File: config.mk
export PLATFORM = sky130hd
export DESIGN_NAME = edge_frame_sequencer
export DESIGN_NICKNAME = d
export VERILOG_FILES = /design/src/rtl/edge_ctrl_pkg.sv /design/src/rtl/edge_bus_arbiter.sv /design/src/rtl/edge_frame_sequencer.sv
export SDC_FILE = /design/constraint.sdc
export NUM_CORES = 1
export LEC_CHECK = 0
export ABC_AREA = 1
export BUFFER_PORTS_ARGS = -buffer_cell sky130_fd_sc_hd__buf_2
export CORE_MARGIN = 2
export CORE_UTILIZATION = 39
export CTS_CLUSTER_DIAMETER = 200
export DETAILED_ROUTE_END_ITERATION = 10
export PLACE_DENSITY_LB_ADDON = 0.15
export SKIP_CTS_REPAIR_TIMING = 1
export SLEW_MARGIN = 15
export SYNTH_ARGS = -nofsm -noshare
export SYNTH_HDL_FRONTEND = slang
export SYNTH_SLANG_ARGS = --single-unit
File: constraint.sdc
create_clock -name CSI_CLOCK_CLK -period 3.21 [get_ports CSI_CLOCK_CLK]
set_input_delay 0 -clock CSI_CLOCK_CLK [delete_from_list [all_inputs] [get_ports CSI_CLOCK_CLK]]
set_output_delay 0 -clock CSI_CLOCK_CLK [all_outputs]
set_load 0.03 [all_outputs]
File: src/rtl/edge_ctrl_pkg.sv
// Shared types and helpers for the edge-detection frame sequencer.
package edge_ctrl_pkg;

  typedef enum logic [1:0] {
    IDLE,
    RUN,
    FINISH
  } state_t;

  typedef enum logic [1:0] {
    CH_NONE,
    CH_RD,
    CH_WR
  } ch_t;

  localparam int NPIX = 64 * 64;

  function automatic int cnt_w(input int npix);
    return $clog2(npix + 1);
  endfunction

endpackage

File: src/rtl/edge_bus_arbiter.sv
// Shares one Avalon-MM master between the read and write channels,
// write first, holding a granted transfer until WAITREQUEST drops.
module edge_bus_arbiter
  import edge_ctrl_pkg::*;
#(
  parameter int AW = 16,
  parameter int DW = 16
) (
  input  logic          i_clk,
  input  logic          i_rst,
  input  logic          i_rd_req,
  input  logic [AW-1:0] i_rd_addr,
  input  logic          i_wr_req,
  input  logic [AW-1:0] i_wr_addr,
  input  logic [DW-1:0] i_wr_data,
  input  logic          i_waitreq,
  output logic          o_read,
  output logic          o_write,
  output logic [AW-1:0] o_addr,
  output logic [DW-1:0] o_wdata,
  output logic          o_rd_done,
  output logic          o_wr_done
);

  ch_t r_ch;
  ch_t w_ch;

  // A stalled grant is remembered; otherwise re-arbitrate every cycle.
  always_comb begin
    w_ch = r_ch;
    if (r_ch == CH_NONE) begin
      if (i_wr_req)
        w_ch = CH_WR;
      else if (i_rd_req)
        w_ch = CH_RD;
    end
  end

  always_ff @(posedge i_clk) begin
    if (i_rst)
      r_ch <= CH_NONE;
    else if ((w_ch != CH_NONE) && i_waitreq)
      r_ch <= w_ch;
    else
      r_ch <= CH_NONE;
  end

  assign o_read    = (w_ch == CH_RD);
  assign o_write   = (w_ch == CH_WR);
  assign o_addr    = o_write ? i_wr_addr :
                     o_read  ? i_rd_addr : '0;
  assign o_wdata   = o_write ? i_wr_data : '0;
  assign o_rd_done = o_read & ~i_waitreq;
  assign o_wr_done = o_write & ~i_waitreq;

endmodule

File: src/rtl/edge_frame_sequencer.sv
// Streams one frame from memory through the edge core and back,
// sharing a single Avalon-MM master between both directions.
module edge_frame_sequencer
  import edge_ctrl_pkg::*;
#(
  parameter int IMG_WIDTH  = 64,
  parameter int IMG_HEIGHT = 64,
  parameter int ADDR_WIDTH = 16,
  parameter int DATA_WIDTH = 16
) (
  input  logic                  CSI_CLOCK_CLK,
  input  logic                  CSI_CLOCK_RESET,
  input  logic                  go,
  output logic                  done,
  output logic                  busy,
  input  logic [15:0]           inputAdd_offset,
  input  logic [15:0]           outputAdd_offset,
  output logic [ADDR_WIDTH-1:0] AVM_AVALONMASTER_ADDRESS,
  output logic                  AVM_AVALONMASTER_READ,
  output logic                  AVM_AVALONMASTER_WRITE,
  output logic [DATA_WIDTH-1:0] AVM_AVALONMASTER_WRITEDATA,
  input  logic [DATA_WIDTH-1:0] AVM_AVALONMASTER_READDATA,
  input  logic                  AVM_AVALONMASTER_WAITREQUEST,
  output logic [DATA_WIDTH-1:0] pix_data,
  output logic                  pix_valid,
  input  logic                  pix_ready,
  input  logic [DATA_WIDTH-1:0] res_data,
  input  logic                  res_valid,
  output logic                  res_ready
);

  localparam int NP = IMG_WIDTH * IMG_HEIGHT;
  localparam int CW = cnt_w(NP);
  localparam logic [CW-1:0] NP_C = CW'(NP);

  state_t r_state;
  state_t w_next;

  logic                  r_go_q;
  logic [ADDR_WIDTH-1:0] r_in_base;
  logic [ADDR_WIDTH-1:0] r_out_base;
  logic [CW-1:0]         r_rd_cnt;
  logic [CW-1:0]         r_wr_cnt;
  logic [CW-1:0]         r_res_cnt;
  logic [DATA_WIDTH-1:0] r_pix;
  logic [DATA_WIDTH-1:0] r_res;
  logic                  r_pix_full;
  logic                  r_res_full;

  logic                  w_start;
  logic                  w_run;
  logic                  w_rd_req;
  logic                  w_wr_req;
  logic                  w_rd_done;
  logic                  w_wr_done;
  logic                  w_res_take;
  logic [ADDR_WIDTH-1:0] w_rd_addr;
  logic [ADDR_WIDTH-1:0] w_wr_addr;

  assign w_start = go & ~r_go_q & (r_state == IDLE);

  always_comb begin
    w_next = r_state;
    done   = 1'b0;
    busy   = 1'b0;
    w_run  = 1'b0;
    case (r_state)
      IDLE: begin
        if (w_start)
          w_next = RUN;
      end
      RUN: begin
        busy  = 1'b1;
        w_run = 1'b1;
        if (r_wr_cnt == NP_C)
          w_next = FINISH;
      end
      FINISH: begin
        busy   = 1'b1;
        done   = 1'b1;
        w_next = IDLE;
      end
      default: w_next = IDLE;
    endcase
  end

  always_ff @(posedge CSI_CLOCK_CLK) begin
    if (CSI_CLOCK_RESET)
      r_state <= IDLE;
    else
      r_state <= w_next;
  end

  assign w_rd_req   = w_run & ~r_pix_full & (r_rd_cnt < NP_C);
  assign w_wr_req   = w_run & r_res_full;
  assign res_ready  = w_run & ~r_res_full & (r_res_cnt < NP_C);
  assign w_res_take = res_valid & res_ready;
  assign w_rd_addr  = r_in_base + ADDR_WIDTH'(r_rd_cnt);
  assign w_wr_addr  = r_out_base + ADDR_WIDTH'(r_wr_cnt);
  assign pix_data   = r_pix;
  assign pix_valid  = r_pix_full;

  always_ff @(posedge CSI_CLOCK_CLK) begin
    if (CSI_CLOCK_RESET) begin
      r_go_q     <= 1'b0;
      r_in_base  <= '0;
      r_out_base <= '0;
      r_rd_cnt   <= '0;
      r_wr_cnt   <= '0;
      r_res_cnt  <= '0;
      r_pix      <= '0;
      r_res      <= '0;
      r_pix_full <= 1'b0;
      r_res_full <= 1'b0;
    end else begin
      r_go_q <= go;
      if (w_start) begin
        r_in_base  <= ADDR_WIDTH'(inputAdd_offset);
        r_out_base <= ADDR_WIDTH'(outputAdd_offset);
        r_rd_cnt   <= '0;
        r_wr_cnt   <= '0;
        r_res_cnt  <= '0;
        r_pix_full <= 1'b0;
        r_res_full <= 1'b0;
      end else begin
        // A drain cycle never overlaps a read: the read needs an empty register.
        if (w_rd_done) begin
          r_pix      <= AVM_AVALONMASTER_READDATA;
          r_pix_full <= 1'b1;
          if (r_rd_cnt < NP_C)
            r_rd_cnt <= r_rd_cnt + 1'b1;
        end else if (r_pix_full && pix_ready) begin
          r_pix_full <= 1'b0;
        end
        if (w_res_take) begin
          r_res      <= res_data;
          r_res_full <= 1'b1;
          if (r_res_cnt < NP_C)
            r_res_cnt <= r_res_cnt + 1'b1;
        end else if (w_wr_done) begin
          r_res_full <= 1'b0;
          if (r_wr_cnt < NP_C)
            r_wr_cnt <= r_wr_cnt + 1'b1;
        end
      end
    end
  end

  edge_bus_arbiter #(
    .AW(ADDR_WIDTH),
    .DW(DATA_WIDTH)
  ) u_arb (
    .i_clk     (CSI_CLOCK_CLK),
    .i_rst     (CSI_CLOCK_RESET),
    .i_rd_req  (w_rd_req),
    .i_rd_addr (w_rd_addr),
    .i_wr_req  (w_wr_req),
    .i_wr_addr (w_wr_addr),
    .i_wr_data (r_res),
    .i_waitreq (AVM_AVALONMASTER_WAITREQUEST),
    .o_read    (AVM_AVALONMASTER_READ),
    .o_write   (AVM_AVALONMASTER_WRITE),
    .o_addr    (AVM_AVALONMASTER_ADDRESS),
    .o_wdata   (AVM_AVALONMASTER_WRITEDATA),
    .o_rd_done (w_rd_done),
    .o_wr_done (w_wr_done)
  );

endmodule

; After elaboration in Yosys (flattened, before gate mapping)
; Index checks and enable logic that the tools add are counted.
[word_totals]
out_inout_bits = 54
elab_cells = 76
ff_bits = 110
input_bits = 70
[classes]
reduce_logical = 16
order_cmp = 3
n_addsub = 5
mux = 16
eq_ne = 7
n_bitwise = 17
[op_table]
columns = cell, n
row1 = 2-to-1 mux 16 bit, 3
row2 = adder 13 x 1 -> 13 bit (second input constant), 3
row3 = < comparator 13 bit (second input constant), 3
row4 = adder 16 x 13 -> 16 bit, 2
row5 = == test 13 bit (second input constant), 1
row6 = bitwise AND 1 bit, 10
row7 = 2-to-1 mux 2 bit, 5
row8 = AND reduction 2 bit, 5
row9 = 2-to-1 mux 1 bit, 7
row10 = inverter 1 bit, 7
row11 = nonzero test 2 bit, 3
row12 = OR reduction 2 bit, 3
row13 = == test 2 x 1 -> 1 bit (second input constant), 2
row14 = == test 2 bit (second input constant), 2
row15 = logical NOT 2 bit, 2
row16 = != test 2 bit (second input constant), 2
row17 = case mux 2 bit (2 select lines), 1
row18 = AND reduction 3 bit, 1
row19 = logical AND 1 bit, 2

; Depth between registers and ports, before layout
; Gate-level depths: netlist of run 1.
[logic_depth]
ltp_word = 11
ltp_mapped = 12
ltp_nobuf = 11

; Modules after synthesis
; Synthesis of run 1 repeated with hierarchy kept, for this count alone.
[unflattened]
hier_cells = 991
area_unflattened_um2 = 6396.1
[by_module_without_submodules]
columns = mod, instances, cells_per_inst, seq_area_each_um2, area_each_um2
row1 = edge_frame_sequencer, 1, 890, 2162.1, 5909.4
row2 = edge_bus_arbiter, 1, 101, 40.0, 486.7

; Worst setup path after synthesis of run 1
; Ideal clock, no wire load.
[synth_timing]
path_kind = flip-flop to output port
start = reg r_state[1]
end = out AVM_AVALONMASTER_ADDRESS[8]
path_slack_ns = 1.084
path_stages_with_launch = 11
required_ns = 3.210
arrival_ns = 2.126
n_path_buf = 1
cell_sequence = dfxtp_1 inv_1 ha_1 nand2_2 nor2_1 nor2_2 nand2_2 inv_2 buf_2 nand2_1 o21ai_0
[synth_via]
elab_chain_len = 10
word_cells_on_any_way = 12
cone_classes = 3 x eq/ne / 6 x mux / 3 x bitwise
[synth_rtl]
columns = element, line_no
row1 = start: declaration, edge_frame_sequencer.sv:36  ; state_t r_state;
row2 = start signal: assignment, edge_frame_sequencer.sv:91  ; r_state <= w_next;
row3 = == test 2 x 1 -> 1 bit (*), edge_frame_sequencer.sv:67  ; case (r_state)
row4 = 2-to-1 mux 1 bit (*), edge_frame_sequencer.sv:67
row5 = bitwise AND 1 bit (2 in series), edge_frame_sequencer.sv:94  ; assign w_rd_req = w_run & ~r_pix_full & (r_rd_cnt < NP_C);
row6 = 2-to-1 mux 2 bit, edge_bus_arbiter.sv:34  ; else if (i_rd_req)
row7 = 2-to-1 mux 2 bit (*), edge_bus_arbiter.sv:32  ; if (i_wr_req)
row8 = 2-to-1 mux 2 bit (*), edge_bus_arbiter.sv:31  ; if (r_ch == CH_NONE) begin
row9 = == test 2 x 1 -> 1 bit (*), edge_bus_arbiter.sv:48  ; assign o_read = (w_ch == CH_RD);
row10 = via AVM_AVALONMASTER_READ, edge_frame_sequencer.sv:19  ; output logic AVM_AVALONMASTER_READ,
row11 = 2-to-1 mux 16 bit (*), edge_bus_arbiter.sv:51  ; o_read ? i_rd_addr : '0;
row12 = 2-to-1 mux 16 bit (*), edge_bus_arbiter.sv:50  ; assign o_addr = o_write ? i_wr_addr :
row13 = end: declaration, edge_frame_sequencer.sv:18  ; output logic [ADDR_WIDTH-1:0] AVM_AVALONMASTER_ADDRESS,
; The timed path passes the listed nets; every way through them passes the cells marked *.

; Worst setup path in the final report of run 1
[layout_timing]
start = reg r_rd_cnt[0]
end = out AVM_AVALONMASTER_ADDRESS[8]
[layout_via]
elab_chain_len = 8
word_cells_on_any_way = 10
cone_classes = 1 x add/sub / 1 x order compare / 2 x eq/ne / 5 x mux / 1 x bitwise
[layout_rtl]
columns = element, line_no
row1 = start: declaration, edge_frame_sequencer.sv:42  ; logic [CW-1:0] r_rd_cnt;
row2 = start signal: assignment, edge_frame_sequencer.sv:131  ; r_rd_cnt <= r_rd_cnt + 1'b1;
row3 = < comparator 13 bit, edge_frame_sequencer.sv:94
row4 = bitwise AND 1 bit, edge_frame_sequencer.sv:94
row5 = 2-to-1 mux 2 bit, edge_bus_arbiter.sv:34
row6 = 2-to-1 mux 2 bit, edge_bus_arbiter.sv:32
row7 = 2-to-1 mux 2 bit, edge_bus_arbiter.sv:31
row8 = == test 2 x 1 -> 1 bit, edge_bus_arbiter.sv:48
row9 = 2-to-1 mux 16 bit, edge_bus_arbiter.sv:51
row10 = 2-to-1 mux 16 bit (*), edge_bus_arbiter.sv:50
; Every way passes the cells marked *; elsewhere a longest branch is shown, timed or not.

==> results.toml, run 1 <==
[clocking]
clock_latency_ns = 0.36
clock_path_buffers = 2
clkTransAtPathRegs_ns = 0.08
cts_tree = "done"
cts_max_level = 3
root_buffer = "clkbuf_16"
cts.sinks = 110
cts_buffers = 9

[global_route]
grt_pass1_wl_um = 29410
antenna_found_initial = 0
gr-usage-all-layers = 0.1987
grt_pass1_vias = 6170
overflow = 0
grt_max_degree = 42

[cells_and_area]
drive_above_1_share = 0.1316
n_antenna_cell = 0
stdcell_count = 1486
area.growth.synth_to_final_pct = 26.02
nets = 1362

[power_and_ir_drop]
ir_worst_vdd_uv = 279.1
power_per_cell_area_nw_per_um2 = 370.5
power_uw = 3141
p_leak_uw = 0.004227

[synthesis]
post-synth-top-area-fraction = 0.3274
synth.most_common_cell = "nand2_1"
synthTopCellsByCount = "361 x nand2_1, 149 x inv_1, 124 x nor2_1"
synth_area_leaders = "dfxtp_1 33%, nand2_1 20%, inv_1 8.3%"
synth-seq-area-share = 0.3274
syn_area_um2 = 6726
yosysWarnings = 0
async_reset_ff_frac = 0
syn_nets = 1186
ys_seq_elements = 110
avgSynthCellArea_um2 = 6.228
synth_top_area_cell = "dfxtp_1"
synth-main-ff-cell = "dfxtp_1"
synth-edff-count = 0
synthCells = 1080
synth_cell_types = 34

[critical_path]
start_kind = "flop"
worst_setup_path_end_kind = "output pin"
cp_max_fo = 5
path_class = "flop to output pin"
arrival_ns = 2.42
critical_path_required_ns = 3.21

[floorplanning]
io_pins = 124
fp.dieH_um = 135.3
core_area_um2 = 17060
fp.dieW_um = 135.3
num_rows = 48
start_util = 0.3944
dieArea_um2 = 18310

[status]
status = "finished clean"

[place]
gp_congestion = 0.9109
place_hpwl_um = 13450
dp.cells = 1404
port_buffers = 123
place_ws_ns = 0.8810

[flow_run]
max_cap_viol_count = 0

[timing]
fin_ws_ns = 0.7884
worst_pin_slew_ns = 0.6040
rsz0062_at_grt = "false"
setup_viol = 0
hold_viol = 0
period_share = 0.7544
finalMaxSlewViolations = 0
period_needed_ns = 2.422
finalClockSkew_ns = 0.01102
fmax_mhz = 412.9
slew_headroom = 0.5969
fin_setup_tns_ns = 0

[drt]
ant_nets = 0
remaining_drc_errors = 0
wl_per_cell_um = 12.24
drt-vias-per-instance = 4.671
route.vias.total = 6941
routed_wl_um = 18190
first_iter_violations = 269
drtPass1Iterations = 5

[worst_hold_path]
hold_class = "input port to flop"
==> report_power, final <==
group | total, uW | switching [uW] | internal [uW]
registers | 1470 | 43.3 | 1430
logic | 524 | 321 | 203
clock network | 1140 | 575 | 570
total | 3140 | 940 | 2200
==> logic make-up (layout without fill, tap and decap cells) <==
group,Yosys count,count (layout),synth area share
and+or+nand+nor,597,597,0.3663
buffers and inverters,184,365,0.1094
AOI/OAI and AO/OA,134,134,0.1031
DFF,110,110,0.3274
adders and majority gates,36,36,0.06920
xor gates and xnor gates,19,19,0.02474
==> through the flow <==
stage / hold slack [ns] / cell area, um^2 / utilization
final: 0.04103 / 8477 / 0.4970
after global routing: 0.04394 / 8477 / 0.4970
after global placement: 0.2217 / 7511 / 0.4404
after floorplan: 0.1329 / 6726 / -
after detailed placement: 0.2286 / 7511 / 0.4404
after CTS: -0.1572 / 7816 / 0.4583
==> layer usage <==
layer / track usage / share of wire / vias up
li1: - / - / 3718
met1: 0.2536 / 0.47 / 3055
met2: 0.3285 / 0.45 / 155
met3: 0.06210 / 0.059 / 13
met4: 0.04688 / 0.015 / 0
met5: 0 / 0 / -
==> path summary, 6_finish.rpt <==
| kind | from | end | slack, ns | cells after the start |
|---|---|---|---|---|
| max reg2reg | r_state[1]$_SDFFE_PP0P_ | pix_data[0]$_SDFFE_PP0P_ | 0.88 | 10 |
| min | res_valid | r_res_cnt[10]$_SDFFE_PP0P_ | 0.04 | 5 |
| min reg2reg | r_out_base[11]$_SDFFE_PP0P_ | r_out_base[11]$_SDFFE_PP0P_ | 0.47 | 2 |
| max | r_rd_cnt[0]$_SDFFE_PP0P_ | AVM_AVALONMASTER_ADDRESS[8] | 0.79 | 11 |
==> layout make-up <==
type | count | area [um^2]
Inverter | 154 | 578.1
Clock buffer | 10 | 239.0
Tap cell | 225 | 281.5
Sequential cell | 110 | 2202
Timing Repair Buffer | 195 | 1321
Fill cell | 1784 | 8579
Clock inverter | 6 | 66.31
Multi-Input combinational cell | 786 | 3789
==> flip-flops by register name, indices dropped and copies added, names as in the netlist <==
| name | count |
|---|---|
| r_res_cnt | 13 |
| r_res | 16 |
| r_in_base | 16 |
| r_state | 2 |
| r_rd_cnt | 13 |
| r_go_q | 1 |
| r_wr_cnt | 13 |
| pix_data | 16 |
| u_arb.r_ch | 2 |
| r_res_full | 1 |
| r_out_base | 16 |
| pix_valid | 1 |
==> worst max-delay path: stages (launching register included) <==
cell     delay (ns)
dfxtp_1        0.41
ha_1           0.19
inv_1          0.05
fa_1           0.36
inv_1          0.12
nand3_1        0.08
nand3_1        0.14
a21oi_1        0.11
nand2_1        0.07
nand2_1        0.04
o21ai_0        0.24
buf_2          0.25
==> cells in the final DEF (no fill, tap or decap), drive strengths merged <==
master / n
a21oi: 88
a22o: 1
and3: 1
buf: 129
clkbuf: 10
clkinv: 4
clkinvlp: 1
dfxtp: 110
dlygate4sd3: 66
fa: 2
ha: 34
inv: 155
nand2: 367
nand3: 60
nand3b: 6
nand4: 13
nor2: 128
nor3: 18
o21ai: 41
o21bai: 1
o22ai: 2
o31ai: 1
or2: 4
xnor2: 7
xor2: 12
Power figures use the tool's default switching activity.
==> inputs of run 2 (changes only) <==
==> constraint.sdc (replaced) <==
create_clock -name CSI_CLOCK_CLK -period 2.52 [get_ports CSI_CLOCK_CLK]
set_input_delay 0 -clock CSI_CLOCK_CLK [delete_from_list [all_inputs] [get_ports CSI_CLOCK_CLK]]
set_output_delay 0 -clock CSI_CLOCK_CLK [all_outputs]
set_load 0.03 [all_outputs]
==> run 2 against run 1 <==
- sequential share of layout area is essentially flat
- non-clock buffer count grew 4
- global-route usage shrank 0.076 points
- critical path depth is the same
- first-iteration DRC count grew 3.7%
- register-to-register slack lost 0.46 ns
- wire length grew 1.1%
- cell count grew 0.20%
- die area is the same
- clock-buffer cell count shrank 1
- clock skew grew 0.00091 ns
- critical path type unchanged
- largest cell class unchanged
- largest power group unchanged
==> results.toml, run 2 (synthesized netlist as in run 1, its figures left out) <==
[status]
status = "finished clean"

[floorplanning]
core_area_um2 = 17060
dieArea_um2 = 18310
num_rows = 48
fp.dieH_um = 135.3
io_pins = 124
fp.dieW_um = 135.3
start_util = 0.3944

[cells_and_area]
nFillCells = 1811
fin_area_um2 = 8484
layout_common_cells = "361 x nand2_1, 149 x inv_1, 124 x nor2_1"
drive_above_1_share = 0.1337
n_antenna_cell = 0
stdcell_count = 1489
final_core_util = 0.4974
nets = 1366
area.growth.synth_to_final_pct = 26.13
final_common_cell = "nand2_1"

[drt]
remaining_drc_errors = 0
route.vias.total = 6913
first_iter_violations = 279
drt-vias-per-instance = 4.643
routed_wl_um = 18400
drtPass1Iterations = 5
ant_nets = 0
wl_per_cell_um = 12.36

[power_and_ir_drop]
power_per_cell_area_nw_per_um2 = 466.0
power_uw = 3954
netSwitchingFraction = 0.2998
p_int_uw = 2769
ir_worst_vdd_uv = 327.4
power_frac_comb = 0.172
net-switching-power_uw = 1185
seqPwrFrac = 0.474
power_frac_clock = 0.354
p_leak_uw = 0.004236

[critical_path]
worst_setup_path_end_kind = "output pin"
critPathTopFamily = "adder cells"
cp_max_fo = 5
slowest_delay_ns = 0.42
critical_path_required_ns = 2.52
arrival_ns = 2.33
crit_slowest_cell = "dfxtp_1"
start_kind = "flop"
path_cells = "ha_1 > inv_1 > fa_1 > inv_1 > nand3_1 > nand3_1 > a21oi_1 > nand2_1 > nand2_1 > o21ai_1 > buf_4"
path_buf_inv = 3
path_class = "flop to output pin"

[global_route]
grt_pass1_wl_um = 28990
overflow = 0
gr-usage-all-layers = 0.1979
grt_pass1_vias = 6029
grt_max_degree = 33
antenna_found_initial = 0

[place]
place_hpwl_um = 13480
gp_congestion = 0.8318
port_buffers = 123
dp.cells = 1408
placed_area_um2 = 7541

[timing]
setup_viol = 0
finalMaxSlewViolations = 0
finalClockSkew_ns = 0.01193
slew_headroom = 0.6577
fmax_mhz = 429.6
fin_setup_tns_ns = 0
worst_pin_slew_ns = 0.5118
period_needed_ns = 2.328
rsz0062_at_grt = "false"
hold_viol = 0
period_share = 0.9238

[clocking]
cts.sinks = 110
cts_max_level = 3
root_buffer = "clkbuf_16"
cts_tree = "done"
clock_path_buffers = 2
clock_latency_ns = 0.37
cts_buffers = 9
clkTransAtPathRegs_ns = 0.08

[flow_run]
max_cap_viol_count = 0

[worst_hold_path]
hold_class = "input port to flop"
==> run 2: tightest hold or removal path, cell delays in order <==
cell and delay (ns):
buf_2 0.10, o21ai_0 0.11, a21oi_1 0.13
==> run 2: through the flow <==
step / hold WS (ns) / worst slack [ns]
2_1_floorplan: 0.1329 / 0.3936
3_3_place_gp: 0.2214 / 0.4548
3_5_place_dp: 0.2267 / 0.4323
4_1_cts: -0.1630 / 0.1074
5_1_grt: 0.03101 / 0.006349
6_report: 0.009866 / 0.1921
==> run 2: layout make-up <==
class / instances / area (um^2) / area share
Multi-Input combinational cell: 786 / 3789 / 0.4465
Sequential cell: 110 / 2202 / 0.2595
Timing Repair Buffer: 199 / 1354 / 0.1596
Inverter: 154 / 578.1 / 0.06813
Tap cell: 225 / 281.5 / 0.03318
Clock buffer: 9 / 225.2 / 0.02654
Clock inverter: 6 / 55.05 / 0.006489
==> run 2: worst paths after layout <==
| check | start | to | slack (ns) | cells past startpoint |
|---|---|---|---|---|
| worst max-delay path | r_rd_cnt[0]$_SDFFE_PP0P_ | AVM_AVALONMASTER_ADDRESS[8] | 0.19 | 11 |
| worst min-delay path | inputAdd_offset[1] | r_in_base[1]$_SDFFE_PP0P_ | 0.01 | 3 |
| worst max register to register | r_state[1]$_SDFFE_PP0P_ | r_wr_cnt[4]$_SDFFE_PP0P_ | 0.42 | 8 |
| worst min register to register | r_out_base[10]$_SDFFE_PP0P_ | r_out_base[10]$_SDFFE_PP0P_ | 0.47 | 2 |
==> run 2: power groups by stage <==
| stage | Clock (uW) | Sequential, uW | Combinational, uW |
|---|---|---|---|
| global placement | 0 | 1910 | 598 |
| CTS | 1460 | 1880 | 605 |
| global route | 1520 | 1890 | 759 |
| finish | 1400 | 1870 | 679 |
| detailed placement | 0 | 1910 | 601 |
| floorplan | 0 | 1940 | 377 |
==> run 2: layer usage <==
layer | up-vias | global-route usage | wire, um
met1 | 3011 | 0.2664 | 8870
met2 | 159 | 0.3147 | 8195
li1 | 3726 | - | -
met5 | - | 0 | 0
met3 | 17 | 0.05125 | 1075
met4 | 0 | 0.05440 | 257
==> inputs of run 3 (changes only) <==
--- a/config.mk
+++ b/config.mk
@@ -5,7 +5,6 @@
 export SDC_FILE = /design/constraint.sdc
 export NUM_CORES = 1
 export LEC_CHECK = 0
-export ABC_AREA = 1
 export BUFFER_PORTS_ARGS = -buffer_cell sky130_fd_sc_hd__buf_2
 export CORE_MARGIN = 2
 export CORE_UTILIZATION = 39
==> run 3 against run 2 <==
- the flow now finishes with violations (negative setup slack)
- clock skew decreased by 0.0028 ns
- via count decreased by 18%
- sequential share of layout area increased by 2.1 points
- area after synthesis decreased by 15%
- worst hold slack improved by 0.29 ns
- non-clock buffer count increased by 18
==> results.toml, run 3 <==
[place]
dp.cells = 1016
placed_area_um2 = 6624
port_buffers = 123
place_hpwl_um = 11090
gp_congestion = 0.9304

[global_route]
grt_max_degree = 70
grt_pass1_vias = 5087
antenna_found_initial = 0
gr-usage-all-layers = 0.1890
overflow = 0
grt_pass1_wl_um = 24410

[power_and_ir_drop]
power_uw = 3949
p_leak_uw = 0.003323
power_per_cell_area_nw_per_um2 = 496.8
ir_worst_vdd_uv = 387.9

[drt]
drtPass1Iterations = 4
first_iter_violations = 227
wl_per_cell_um = 14.35
remaining_drc_errors = 0
ant_nets = 0
drt-vias-per-instance = 5.121
route.vias.total = 5659
routed_wl_um = 15860

[synthesis]
synth-seq-area-share = 0.3850
synthCells = 718
synth_area_leaders = "dfxtp_1 39%, nand2_1 11%, a21oi_1 8.3%"
synthTopCellsByCount = "161 x nand2_1, 110 x dfxtp_1, 95 x a21oi_1"
syn_nets = 824
syn_area_um2 = 5719
synth-main-ff-cell = "dfxtp_1"
avgSynthCellArea_um2 = 7.966
ys_seq_elements = 110
synth_cell_types = 55
yosysWarnings = 0
async_reset_ff_frac = 0
synth_top_area_cell = "dfxtp_1"
synth.most_common_cell = "nand2_1"
post-synth-top-area-fraction = 0.3850
synth-edff-count = 0

[cells_and_area]
area.growth.synth_to_final_pct = 39.01
nets = 1022
layout_common_cells = "161 x nand2_1, 116 x buf_2, 96 x dfxtp_1"
stdcell_count = 1105
drive_above_1_share = 0.2443
final_common_cell = "nand2_1"
n_antenna_cell = 0
fin_area_um2 = 7950

[floorplanning]
dieArea_um2 = 15650
start_util = 0.3965
fp.dieH_um = 125.1
fp.dieW_um = 125.1
num_rows = 44
io_pins = 124
core_area_um2 = 14420

[clocking]
clkTransAtPathRegs_ns = 0.08
clock_latency_ns = 0.36
cts_tree = "done"
clock_path_buffers = 2
cts_buffers = 9
cts.sinks = 110
cts_max_level = 3
root_buffer = "clkbuf_16"

[timing]
fin_setup_tns_ns = -0.8137
hold_viol = 0
rsz0062_at_grt = "true"
final.hold.worst_slack_ns = 0.3013
period_needed_ns = 2.778
worst_pin_slew_ns = 0.7598
fmax_mhz = 360.0
setup_viol = 4
finalClockSkew_ns = 0.009176
fin_ws_ns = -0.2579
slew_headroom = 0.4935
finalMaxSlewViolations = 0
period_share = 1.102

[critical_path]
worst_setup_path_end_kind = "output pin"
path_class = "flop to output pin"
critical_path_required_ns = 2.52
arrival_ns = 2.78
cp_max_fo = 3
start_kind = "flop"

[worst_hold_path]
hold_class = "input port to flop"

[flow_run]
max_cap_viol_count = 0

[status]
status = "finished with violations"
violations = "negative setup slack"
-- run 3: changes by cell type after synthesis, moves of 11 or more --
| cell | delta |
|---|---|
| nand3_1 | -52 |
| o21ai_0 | -14 |
| xor2_1 | +19 |
| inv_1 | -132 |
| a21o_1 | +15 |
| xnor2_1 | +13 |
| clkbuf_1 | +11 |
| nand2_1 | -200 |
| nor2_1 | -77 |
| and2_1 | +19 |
| nor3_1 | -11 |
-- run 3: worst paths after layout --
kind	startpoint	endpoint	slack, ns	cells after the start
worst max-delay path	r_out_base[0]$_SDFFE_PP0P_	AVM_AVALONMASTER_ADDRESS[12]	-0.26	10
worst min-delay path	CSI_CLOCK_RESET	r_go_q$_SDFF_PP0_	0.30	3
worst max register to register	r_state[1]$_SDFFE_PP0P_	r_wr_cnt[10]$_SDFFE_PP0P_	0.29	9
worst min register to register	r_res[6]$_SDFFE_PP0P_	r_res[6]$_SDFFE_PP0P_	0.45	2
-- run 3: per-layer routing --
metal  vias up  GRT usage  wire [um]
met5         -          0          0
li1       2853          -          -
met3        20    0.06247        828
met4         0    0.05752        291
met1      2655     0.2303       7015
met2       131     0.3178       7721
-- run 3: cells by family (layout without fill, tap and decap cells) --
kind of cell	Yosys count	count (layout)	share of synthesized area
mux	4	4	0.007001
compound gates	171	171	0.1704
xor+xnor	51	51	0.07810
buf+inv	47	250	0.03260
fa+ha+maj	36	36	0.08138
flops	110	110	0.3850
simple gates	299	299	0.2455
-- run 3: layout make-up --
| cell class | count | area, um^2 |
|---|---|---|
| Clock buffer | 10 | 229.0 |
| Clock inverter | 6 | 82.58 |
| Fill cell | 1357 | 6474 |
| Inverter | 17 | 63.81 |
| Multi-Input combinational cell | 561 | 3591 |
| Sequential cell | 110 | 2230 |
| Tap cell | 184 | 230.2 |
| Timing Repair Buffer | 217 | 1524 |
-- run 3: where the power goes --
| part | internal (uW) | switching [uW] | leakage (uW) |
|---|---|---|---|
| sequential | 1800 | 53.5 | 0.000900 |
| clock | 791 | 688 | 0.000148 |
| combinational | 271 | 348 | 0.00228 |
| total | 2860 | 1090 | 0.00332 |
-- run 3: critical path: stages, from the launching register on --
cell and delay, ns:
dfxtp_2 0.34, ha_4 0.16, fa_2 0.34, a21o_1 0.16
a21o_1 0.18, a311o_1 0.29, a21o_1 0.20, a221o_1 0.34
xnor2_2 0.15, o22ai_2 0.10, buf_6 0.15
-- run 3: through the flow --
step	utilization	setup WS, ns
3_3_place_gp	0.4592	-0.01674
3_5_place_dp	0.4592	-0.02840
4_1_cts	0.4808	-0.4587
2_1_floorplan	-	-0.008861
5_1_grt	0.5512	-0.3822
6_report	0.5512	-0.2579
